<file path="src/rtl/adder_sequencer.sv">
// adder_sequencer: queued control sequencer for a small accumulator datapath.
// Instructions are buffered in a DEPTH-entry FIFO, then expanded into one or two
// cycles of control word (register loads, ALU drive, display strobe). The last
// cycle of every instruction dispatches the next queued one directly, so a full
// queue streams without idle bubbles between instructions.
module adder_sequencer #(
    parameter int unsigned DEPTH = 4
) (
    input  logic       clk,
    input  logic       rst,
    input  logic       instr_valid,
    input  logic [2:0] instr_op,
    output logic       instr_ready,
    input  logic       resume,
    input  logic       cf_in,
    input  logic       zf_in,
    output logic       bus_regA_sel,
    output logic       nLa,
    output logic       nLb,
    output logic       Ea,
    output logic       Eu,
    output logic       sub,
    output logic       out_strobe,
    output logic       halted,
    output logic       cf_q,
    output logic       zf_q,
    output logic [7:0] retired
);

    // Queue pointer and occupancy widths; occupancy needs one extra bit to hold DEPTH.
    localparam int unsigned AW = (DEPTH > 1) ? $clog2(DEPTH) : 1;
    localparam int unsigned CW = AW + 1;

    // Opcodes.
    localparam logic [2:0] OpNop  = 3'b000;
    localparam logic [2:0] OpLda  = 3'b001;
    localparam logic [2:0] OpLdb  = 3'b010;
    localparam logic [2:0] OpAdd  = 3'b011;
    localparam logic [2:0] OpSub  = 3'b100;
    localparam logic [2:0] OpOut  = 3'b101;
    localparam logic [2:0] OpSkz  = 3'b110;
    localparam logic [2:0] OpHalt = 3'b111;

    // Sequencer states.
    localparam logic [1:0] StIdle   = 2'd0;
    localparam logic [1:0] StExec1  = 2'd1;
    localparam logic [1:0] StExec2  = 2'd2;
    localparam logic [1:0] StHalted = 2'd3;

    // ------------------------------------------------------------------
    // Instruction queue
    // ------------------------------------------------------------------
    logic [2:0]    mem_q [DEPTH];
    logic [AW-1:0] wr_ptr_q;
    logic [AW-1:0] rd_ptr_q;
    logic [CW-1:0] count_q;
    logic [CW-1:0] count_d;
    logic          push;
    logic          pop;

    // Readiness looks only at registered occupancy; a same-cycle pop does not
    // open a slot early.
    assign instr_ready = (count_q < CW'(DEPTH));
    assign push        = instr_valid && instr_ready;

    // ------------------------------------------------------------------
    // Sequencer state
    // ------------------------------------------------------------------
    logic [1:0] state_q;
    logic [1:0] state_d;
    logic [2:0] ir_q;
    logic [2:0] ir_d;
    logic       skip_q;
    logic       skip_d;
    logic       retire;
    logic       flag_load;
    logic       finish;
    logic       is_alu_op;

    assign is_alu_op = (ir_q == OpAdd) || (ir_q == OpSub);

    // Queue storage; contents need no reset since occupancy gates every read.
    always_ff @(posedge clk) begin
        if (push) begin
            mem_q[wr_ptr_q] <= instr_op;
        end
    end

    // Queue pointers advance on push/pop and wrap naturally at the power-of-two depth.
    always_ff @(posedge clk or posedge rst) begin
        if (rst) begin
            wr_ptr_q <= '0;
            rd_ptr_q <= '0;
            count_q  <= '0;
        end else begin
            if (push) begin
                wr_ptr_q <= wr_ptr_q + AW'(1);
            end
            if (pop) begin
                rd_ptr_q <= rd_ptr_q + AW'(1);
            end
            count_q <= count_d;
        end
    end

    // Occupancy next-state; simultaneous push and pop leaves it unchanged.
    always_comb begin
        count_d = count_q;
        unique case ({push, pop})
            2'b10:   count_d = count_q + CW'(1);
            2'b01:   count_d = count_q - CW'(1);
            default: count_d = count_q;
        endcase
    end

    // Next-state logic: decode the current instruction phase and, on its final
    // cycle, either dispatch the queue head or fall back to IDLE.
    always_comb begin
        state_d   = state_q;
        ir_d      = ir_q;
        skip_d    = skip_q;
        pop       = 1'b0;
        retire    = 1'b0;
        flag_load = 1'b0;
        finish    = 1'b0;

        unique case (state_q)
            StIdle: begin
                finish = 1'b1;
            end
            StExec1: begin
                if (skip_q) begin
                    // Instruction shadowed by a taken SKZ: burn one idle cycle, no retire.
                    skip_d = 1'b0;
                    finish = 1'b1;
                end else begin
                    case (ir_q)
                        OpLda, OpLdb, OpAdd, OpSub: begin
                            state_d = StExec2;
                        end
                        OpHalt: begin
                            state_d = StHalted;
                            retire  = 1'b1;
                        end
                        OpSkz: begin
                            retire = 1'b1;
                            finish = 1'b1;
                            if (zf_q) begin
                                skip_d = 1'b1;
                            end
                        end
                        default: begin
                            retire = 1'b1;
                            finish = 1'b1;
                        end
                    endcase
                end
            end
            StExec2: begin
                retire    = 1'b1;
                finish    = 1'b1;
                flag_load = is_alu_op;
            end
            StHalted: begin
                if (resume) begin
                    state_d = StIdle;
                end
            end
            default: begin
                state_d = StIdle;
            end
        endcase

        if (finish) begin
            if (count_q != '0) begin
                pop     = 1'b1;
                ir_d    = mem_q[rd_ptr_q];
                state_d = StExec1;
            end else begin
                state_d = StIdle;
            end
        end
    end

    // Sequencer registers: state, instruction register and skip flag.
    always_ff @(posedge clk or posedge rst) begin
        if (rst) begin
            state_q <= StIdle;
            ir_q    <= OpNop;
            skip_q  <= 1'b0;
        end else begin
            state_q <= state_d;
            ir_q    <= ir_d;
            skip_q  <= skip_d;
        end
    end

    // ALU flags are captured at the end of the ADD/SUB settle cycle.
    always_ff @(posedge clk or posedge rst) begin
        if (rst) begin
            cf_q <= 1'b0;
            zf_q <= 1'b0;
        end else if (flag_load) begin
            cf_q <= cf_in;
            zf_q <= zf_in;
        end
    end

    // Retired-instruction counter, wraps modulo 256.
    always_ff @(posedge clk or posedge rst) begin
        if (rst) begin
            retired <= '0;
        end else if (retire) begin
            retired <= retired + 8'd1;
        end
    end

    // ------------------------------------------------------------------
    // Control word decode (Moore: depends only on registered state)
    // ------------------------------------------------------------------
    // Drive the idle word by default and override per instruction phase.
    always_comb begin
        bus_regA_sel = 1'b1;
        nLa          = 1'b1;
        nLb          = 1'b1;
        Ea           = 1'b0;
        Eu           = 1'b0;
        sub          = 1'b0;
        out_strobe   = 1'b0;

        if ((state_q == StExec1) && !skip_q) begin
            case (ir_q)
                OpAdd: begin
                    Eu  = 1'b1;
                    nLa = 1'b0;
                end
                OpSub: begin
                    Eu  = 1'b1;
                    nLa = 1'b0;
                    sub = 1'b1;
                end
                OpOut: begin
                    bus_regA_sel = 1'b0;
                    out_strobe   = 1'b1;
                end
                default: begin
                end
            endcase
        end else if (state_q == StExec2) begin
            // Load phase of LDA/LDB; the input buffer settled during EXEC1.
            case (ir_q)
                OpLda:   nLa = 1'b0;
                OpLdb:   nLb = 1'b0;
                default: begin
                end
            endcase
        end
    end

    assign halted = (state_q == StHalted);

    // ------------------------------------------------------------------
    // Invariants
    // ------------------------------------------------------------------
    // The accumulator bus driver is reserved and must never fight the ALU.
    a_ea_never: assert property (@(posedge clk) disable iff (rst) !Ea);
    a_no_contention: assert property (@(posedge clk) disable iff (rst) !(Ea && Eu));
    a_pop_nonempty: assert property (@(posedge clk) disable iff (rst)
        !(pop && (count_q == '0)));
    a_count_bound: assert property (@(posedge clk) disable iff (rst)
        count_q <= CW'(DEPTH));
    a_halt_no_pop: assert property (@(posedge clk) disable iff (rst)
        !((state_q == StHalted) && pop));

endmodule

</file>
<file path="config.mk">
export PLATFORM = sky130hd
export DESIGN_NAME = adder_sequencer
export DESIGN_NICKNAME = d
export VERILOG_FILES = /design/src/rtl/adder_sequencer.sv
export SDC_FILE = /design/constraint.sdc
export NUM_CORES = 1
export LEC_CHECK = 0
export CAP_MARGIN = 5
export CORE_UTILIZATION = 53
export CTS_CLUSTER_SIZE = 20
export DETAILED_ROUTE_END_ITERATION = 7
export PLACE_DENSITY_LB_ADDON = 0.05
export SYNTH_ARGS = -nofsm -noshare
export SYNTH_HDL_FRONTEND = slang
export SYNTH_SLANG_ARGS = --single-unit
</file>
<file path="constraint.sdc">
create_clock -name clk -period 2.66 [get_ports clk]
set_input_delay 0.798 -clock clk [delete_from_list [all_inputs] [get_ports clk]]
set_output_delay 0.798 -clock clk [all_outputs]
set_load 0.01 [all_outputs]
</file>
==> Yosys cells after proc, flatten, opt, wreduce, memory -nomap -nowiden <==
Memories as Yosys holds them, arrays and structs flattened. A register that Yosys moved wholly into a read port is not among the register bits.
Index checks and enable logic that the tools add are counted.
{ "totals": {"register_bits": 20, "ramBits": 12, "input_bits": 9, "word_cells": 80, "memories": 1} }
{ "op_classes": {"addsub": 5, "magnitude_cmp": 1, "n_eq_ne": 15, "muxes": 36, "reduce_logical": 14} }
{ "memory_table": {"columns": ["memory", "words", "width", "rd", "rd_clocked_by_memory_dff", "write_ports", "line", "text"], "rows": [
  ["mem_q", 4, 3, 1, 1, 1, "53", "logic [2:0] mem_q [DEPTH];"]
]} }
{ "op_table": {"columns": ["op", "count"], "rows": [
  ["1-bit two-way mux", 28],
  ["3-bit equality test (second input constant)", 4],
  ["8-bit by 1-bit adder with 8-bit output (second input constant)", 1],
  ["2-bit case mux with 2 select lines", 2],
  ["2-bit equality test (second input constant)", 3],
  ["3-bit by 2-bit equality test with 1-bit output (second input constant)", 2],
  ["2-bit two-way mux", 3],
  ["3-bit case mux with 2 select lines", 1],
  ["3-bit nonzero test", 2],
  ["5-bit OR reduction", 1],
  ["2-bit by 1-bit adder with 2-bit output (second input constant)", 2],
  ["2-bit by 1-bit equality test with 1-bit output (second input constant)", 2],
  ["4-bit by 2-bit != test with 1-bit output (second input constant)", 1],
  ["1-bit case mux with 2 select lines", 2],
  ["4-bit AND reduction", 1],
  ["2-bit OR reduction", 2],
  ["4-bit OR reduction", 1],
  ["3-bit by 1-bit adder with 3-bit output (second input constant)", 1],
  ["3-bit by 1-bit equality test with 1-bit output (second input constant)", 1],
  ["3-bit < comparator (second input constant)", 1],
  ["3-bit by 2-bit != test with 1-bit output (second input constant)", 1],
  ["3-bit != test (second input constant)", 1],
  ["3-bit by 1-bit subtractor with 3-bit output (second input constant)", 1],
  ["1-bit logical AND", 2],
  ["5 further kinds", 5]
]} }

==> Logic depth before layout (Yosys ltp) <==
{ "depth": {"word_depth": 8, "ltp_mapped": 12, "depth_no_buf": 12} }

==> Worst setup path after synthesis <==
Ideal clock, no wire load.
{ "synth_timing": {"path_type": "flip-flop to flip-flop", "startpoint": "register state_q[1]", "endpoint": "register count_q[2]", "setup_ns": 0.080, "t_arrival_ns": 2.150, "required_time_ns": 2.580, "slack_ns": 0.430, "path_stages_with_launch": 13, "n_path_buf": 0, "synth_period_minus_slack_ns": 2.230, "cell_sequence": "dfrtp_1 > inv_1 > ha_1 > inv_1 > o22ai_1 > o21ai_2 > inv_1 > ha_1 > inv_1 > fa_1 > xor2_1 > nor2_1 > xnor2_1"} }
{ "synth_via": {"elab_chain_cells": 6} }
{ "synth_rtl": {"columns": ["element", "line", "text"], "rows": [
  ["from (decl)", "69", "logic [1:0] state_q;"],
  ["from (signal assigned)", "188", "state_q <= StIdle;"],
  ["from (signal assigned)", "192", "state_q <= state_d;"],
  ["2-bit equality test / 2-bit logical NOT (equally long branches)", "127", "unique case (state_q)"],
  ["2-bit OR reduction (no line)", null, null],
  ["1-bit case mux with 2 select lines *", "127", null],
  ["1-bit two-way mux *", "174", "if (finish) begin"],
  ["named net pop", "59", "logic pop;"],
  ["2-bit by 1-bit equality test with 1-bit output / 2-bit equality test (equally long branches)", "109", "unique case ({push, pop})"],
  ["3-bit case mux with 2 select lines / 2-bit nonzero test (equally long branches)", null, null],
  ["to (signal assigned)", "102", "count_q <= count_d;"],
  ["to (decl)", "56", "logic [CW-1:0] count_q;"]
]} }
The timed path passes the listed nets; every way through them passes the cells marked *.
A chain may end at the register's enable or synchronous reset.

==> Worst setup path in the final report <==
{ "layout_timing": {"startpoint": "register ir_q[0] (read register of mem_q)", "endpoint": "output nLa"} }
{ "layout_via": {"elab_chain_cells": 4} }
{ "layout_rtl": {"columns": ["element", "line", "text"], "rows": [
  ["from (decl)", "71", "logic [2:0] ir_q;"],
  ["3-bit by 1-bit equality test with 1-bit output (tied with other cells)", "251", "case (ir_q)"],
  ["1-bit two-way mux / 2-bit OR reduction (equally long branches)", null, null],
  ["1-bit two-way mux (on tied branches)", "249, 232", null],
  ["1-bit two-way mux *", "231", "if ((state_q == StExec1) && !skip_q) begin"],
  ["to (decl)", "18", "output logic nLa,"]
]} }
Every way passes the cells marked *; elsewhere a longest branch is shown, timed or not.

==> key figures <==
Power
  • Power share of the combinational group: 0.512
  • Internal power consumption: 1.74 mW
  • Switching power share of the total: 0.377
  • Reg power frac: 0.334
  • Largest vdd supply drop: 0.665 mV
  • Leakage power figure: 0.988 nW
  • Net switching power figure: 1.05 mW
  • Share of total power in the clock network: 0.153
  • Pwr dens: 1210 mW/mm^2

Timing
  • Share of the clock period used by the worst path after layout: 0.961
  • Number of pins exceeding their max-slew limit in the final report: 0
  • Fin Clk Skew: 10.8 ps
  • Final critical delay including setup and external delays: 2560 ps
  • Total count of hold-check failures in the final report: 0
  • Post-route setup slack: 103 ps
  • Minimum hold slack: 479 ps
  • Total setup violations reported at the end of the flow: 0
  • Highest attainable clock frequency: 391 MHz

Finish
  • Fraction of final layout cells with drive strength greater than 1: 0.225
  • Layout area overhead: 24.6%
  • NumNets Final: 206
  • Final Instance Count excl. Fillers: 233
  • Commonest non-fill, non-tap cells in the layout: sky130_fd_sc_hd__dfrtp_1 (20), sky130_fd_sc_hd__clkdlybuf4s50_1 (20), sky130_fd_sc_hd__inv_1 (14)
  • # diodes: 0
  • Core occupancy in the finished layout: 0.690
  • Filler cells: 278

GRT
  • Number of antenna violations at the first check in global routing: 0
  • Total global routing track utilization: 0.190
  • Maximum number of pins on one net before global-route repair: 24
  • Number of global-route vias before repair: 1,096
  • GR Overflow Total: 0
  • Global-route wire length before repair: 4980 um

Worst setup path
  • Crit end category: primary output
  • Setup slack of the most critical reg-to-reg path: 170 ps
  • Data required time of the critical path: 1860 ps
  • Maximum fanout along the worst path: 6
  • Data arrival time at the worst-slack endpoint: 1760 ps
  • Element type at the critical path start: register
  • Crit Path Class: register to primary output

Run status
  • Failing checks: DRC
  • Result of the run: complete, but fails checks

Hold path
  • Path category of the worst min-delay check: register to register

Synthesis
  • Count of distinct cell types in the synthesized netlist: 46
  • Top post-synthesis cells by area: sky130_fd_sc_hd__dfrtp_1 (31%), sky130_fd_sc_hd__edfxtp_1 (19%), sky130_fd_sc_hd__ha_1 (6.7%)
  • Mean Syn Cell Area: 12.3 sq um
  • Share of synthesized area occupied by flip-flops and latches: 0.502
  • Library cell occupying the most area in the post-synthesis netlist: sky130_fd_sc_hd__dfrtp_1
  • Yosys warning total: 0
  • Post-synthesis instance area: 0.00186 sq mm
  • Post-synthesis cell count: 151
  • FF+latch count, synth: 35
  • Syn Nets: 171
  • Predominant post-synthesis flop cell: sky130_fd_sc_hd__dfrtp_1
  • Fraction of synthesized cell area taken by the top area cell type: 0.309
  • EDFF count, synth: 12
  • Share of flip-flops with an asynchronous set or reset: 0.657

Floorplan
  • Std-Cell Core Area: 0.00336 sq mm
  • Initial core utilization: 0.554
  • Die span in x: 61.3 um
  • Vertical die dimension: 61.3 um
  • Number of top-level pins: 28
  • Cell Rows: 21
  • Overall die area: 0.00376 sq mm

CTS
  • H-tree lvl count: 2
  • Clock edge transition at the registers on the reported setup and hold paths: 100 ps
  • Max Buffers Root-to-Sink: 2
  • TritonCTS Sinks: 35
  • TritonCTS clock tree: built
  • TritonCTS Buffers: 5
  • Root buffer selected by CTS: sky130_fd_sc_hd__clkbuf_4
  • Clock insertion delay at the later pin of the skew report: 330 ps

Drt
  • Detailed Routing Iterations Pass 1: 6
  • Detailed-route via count: 1,182
  • Final Routed Wirelength: 3170 um
  • Residual DRC count: 2
  • Post-route antenna net violation count: 0
  • Mean routed wirelength per cell: 13.6 um
  • Detailed router's first-iteration violation count: 56
  • Vias/cell: 5.07

Flow run
  • Maxcap violations: 0

Place
  • DPL Wire Length: 2230 um
  • Total of buffers placed on input and output ports: 26
  • Final estimated routing congestion in global placement: 0.722
  • Worst setup slack before clock tree synthesis: 103 ps
  • Cells after DPL: 221
==> final cells by class <==
class,instances,area (sq um),share of cell area
well taps,46,57.6,0.0248
clock buffers,7,66.3,0.0286
flip-flops and latches,35,940,0.405
repair buffers,35,328,0.141
multi-input cells,94,843,0.363
inverters,15,56.3,0.0243
clock inverters,1,30.0,0.0129
==> per-stage QoR <==
stage / area, sq um / TNS [ps] / total power, mW
finish: 2320 / 0 / 2.80
detailed placement: 2160 / 0 / 2.29
floorplan: 1860 / 0 / 1.92
global placement: 2160 / 0 / 2.23
global route: 2320 / -19.9 / 3.03
CTS: 2290 / 0 / 2.77
==> Yosys cell counts (2+ instances only) <==
cell	instances
sky130_fd_sc_hd__and3_1	2
sky130_fd_sc_hd__xnor2_2	2
sky130_fd_sc_hd__buf_6	2
sky130_fd_sc_hd__nor2_1	5
sky130_fd_sc_hd__nor2b_1	2
sky130_fd_sc_hd__inv_1	15
sky130_fd_sc_hd__nand2_1	6
sky130_fd_sc_hd__nand4_4	2
sky130_fd_sc_hd__xor2_1	4
sky130_fd_sc_hd__o22ai_1	2
sky130_fd_sc_hd__ha_1	10
sky130_fd_sc_hd__xnor2_1	8
sky130_fd_sc_hd__mux4_2	3
sky130_fd_sc_hd__edfxtp_1	12
sky130_fd_sc_hd__a31oi_1	3
sky130_fd_sc_hd__a21oi_1	4
sky130_fd_sc_hd__nand3_2	2
sky130_fd_sc_hd__mux2_2	7
sky130_fd_sc_hd__dfrtp_1	23
sky130_fd_sc_hd__nand2b_1	2
sky130_fd_sc_hd__o21ai_0	6
sky130_fd_sc_hd__and2_1	5
==> power by group through the flow <==
stage	Clock, mW	Combinational [mW]	Sequential, mW
after floorplan	0	1.02	0.897
after global placement	0	1.29	0.939
after detailed placement	0	1.34	0.956
after CTS	0.442	1.38	0.945
after global routing	0.464	1.60	0.964
final	0.429	1.43	0.935
==> worst paths after layout <==
kind                                 start         end  cells after the start
min in group asynchronous              rst        cf_q                      3
worst min-delay path            count_q[0]  count_q[0]                      1
max in group asynchronous              rst     ir_q[0]                      3
worst min register to register  count_q[0]  count_q[0]                      1
worst max register to register  state_q[1]  count_q[2]                     11
worst max-delay path               ir_q[0]         nLa                      5
==> worst max-delay path, cell delays in order (launching register included) <==
cell and delay (ps):
sky130_fd_sc_hd__dfrtp_2 450, sky130_fd_sc_hd__or2b_1 260, sky130_fd_sc_hd__o22ai_1 200, sky130_fd_sc_hd__nor2b_2 190
sky130_fd_sc_hd__a31oi_1 50, sky130_fd_sc_hd__dlygate4sd2_1 290
==> logic make-up after synthesis <==
family,share of synthesized area
flip-flops,0.502
XOR/XNOR,0.0739
AND/OR/NAND/NOR,0.137
AO/OA/AOI/OAI,0.0625
adder cells (fa/ha/maj),0.0779
other,0.00201
multiplexers,0.0839
buffers and inverters,0.0604
==> flip-flops by register name, summed over array words and instances, names as in the netlist <==
signal    count
state_q       2
mem_q        12
count_q       3
zf_q          1
wr_ptr_q      2
ir_q          3
skip_q        1
rd_ptr_q      2
cf_q          1
retired       8
==> layer usage <==
metal / GRT usage / part of all wire / vias up
li1: - / - / 583
met1: 0.213 / 0.43 / 566
met3: 0.0630 / 0.045 / 2
met4: 0.0584 / 0.0054 / 0
met5: 0 / 0 / -
met2: 0.342 / 0.52 / 31
==> timing repair <==
action | CTS | global route
setup buffers | 2 | 2
hold buffers | 0 | 0
cloned | 0 | 0
resized for setup | 11 | 4
setup endpoints to repair | 6 | 3
pin swaps | 0 | 0
(Power assumes the default switching activity.)
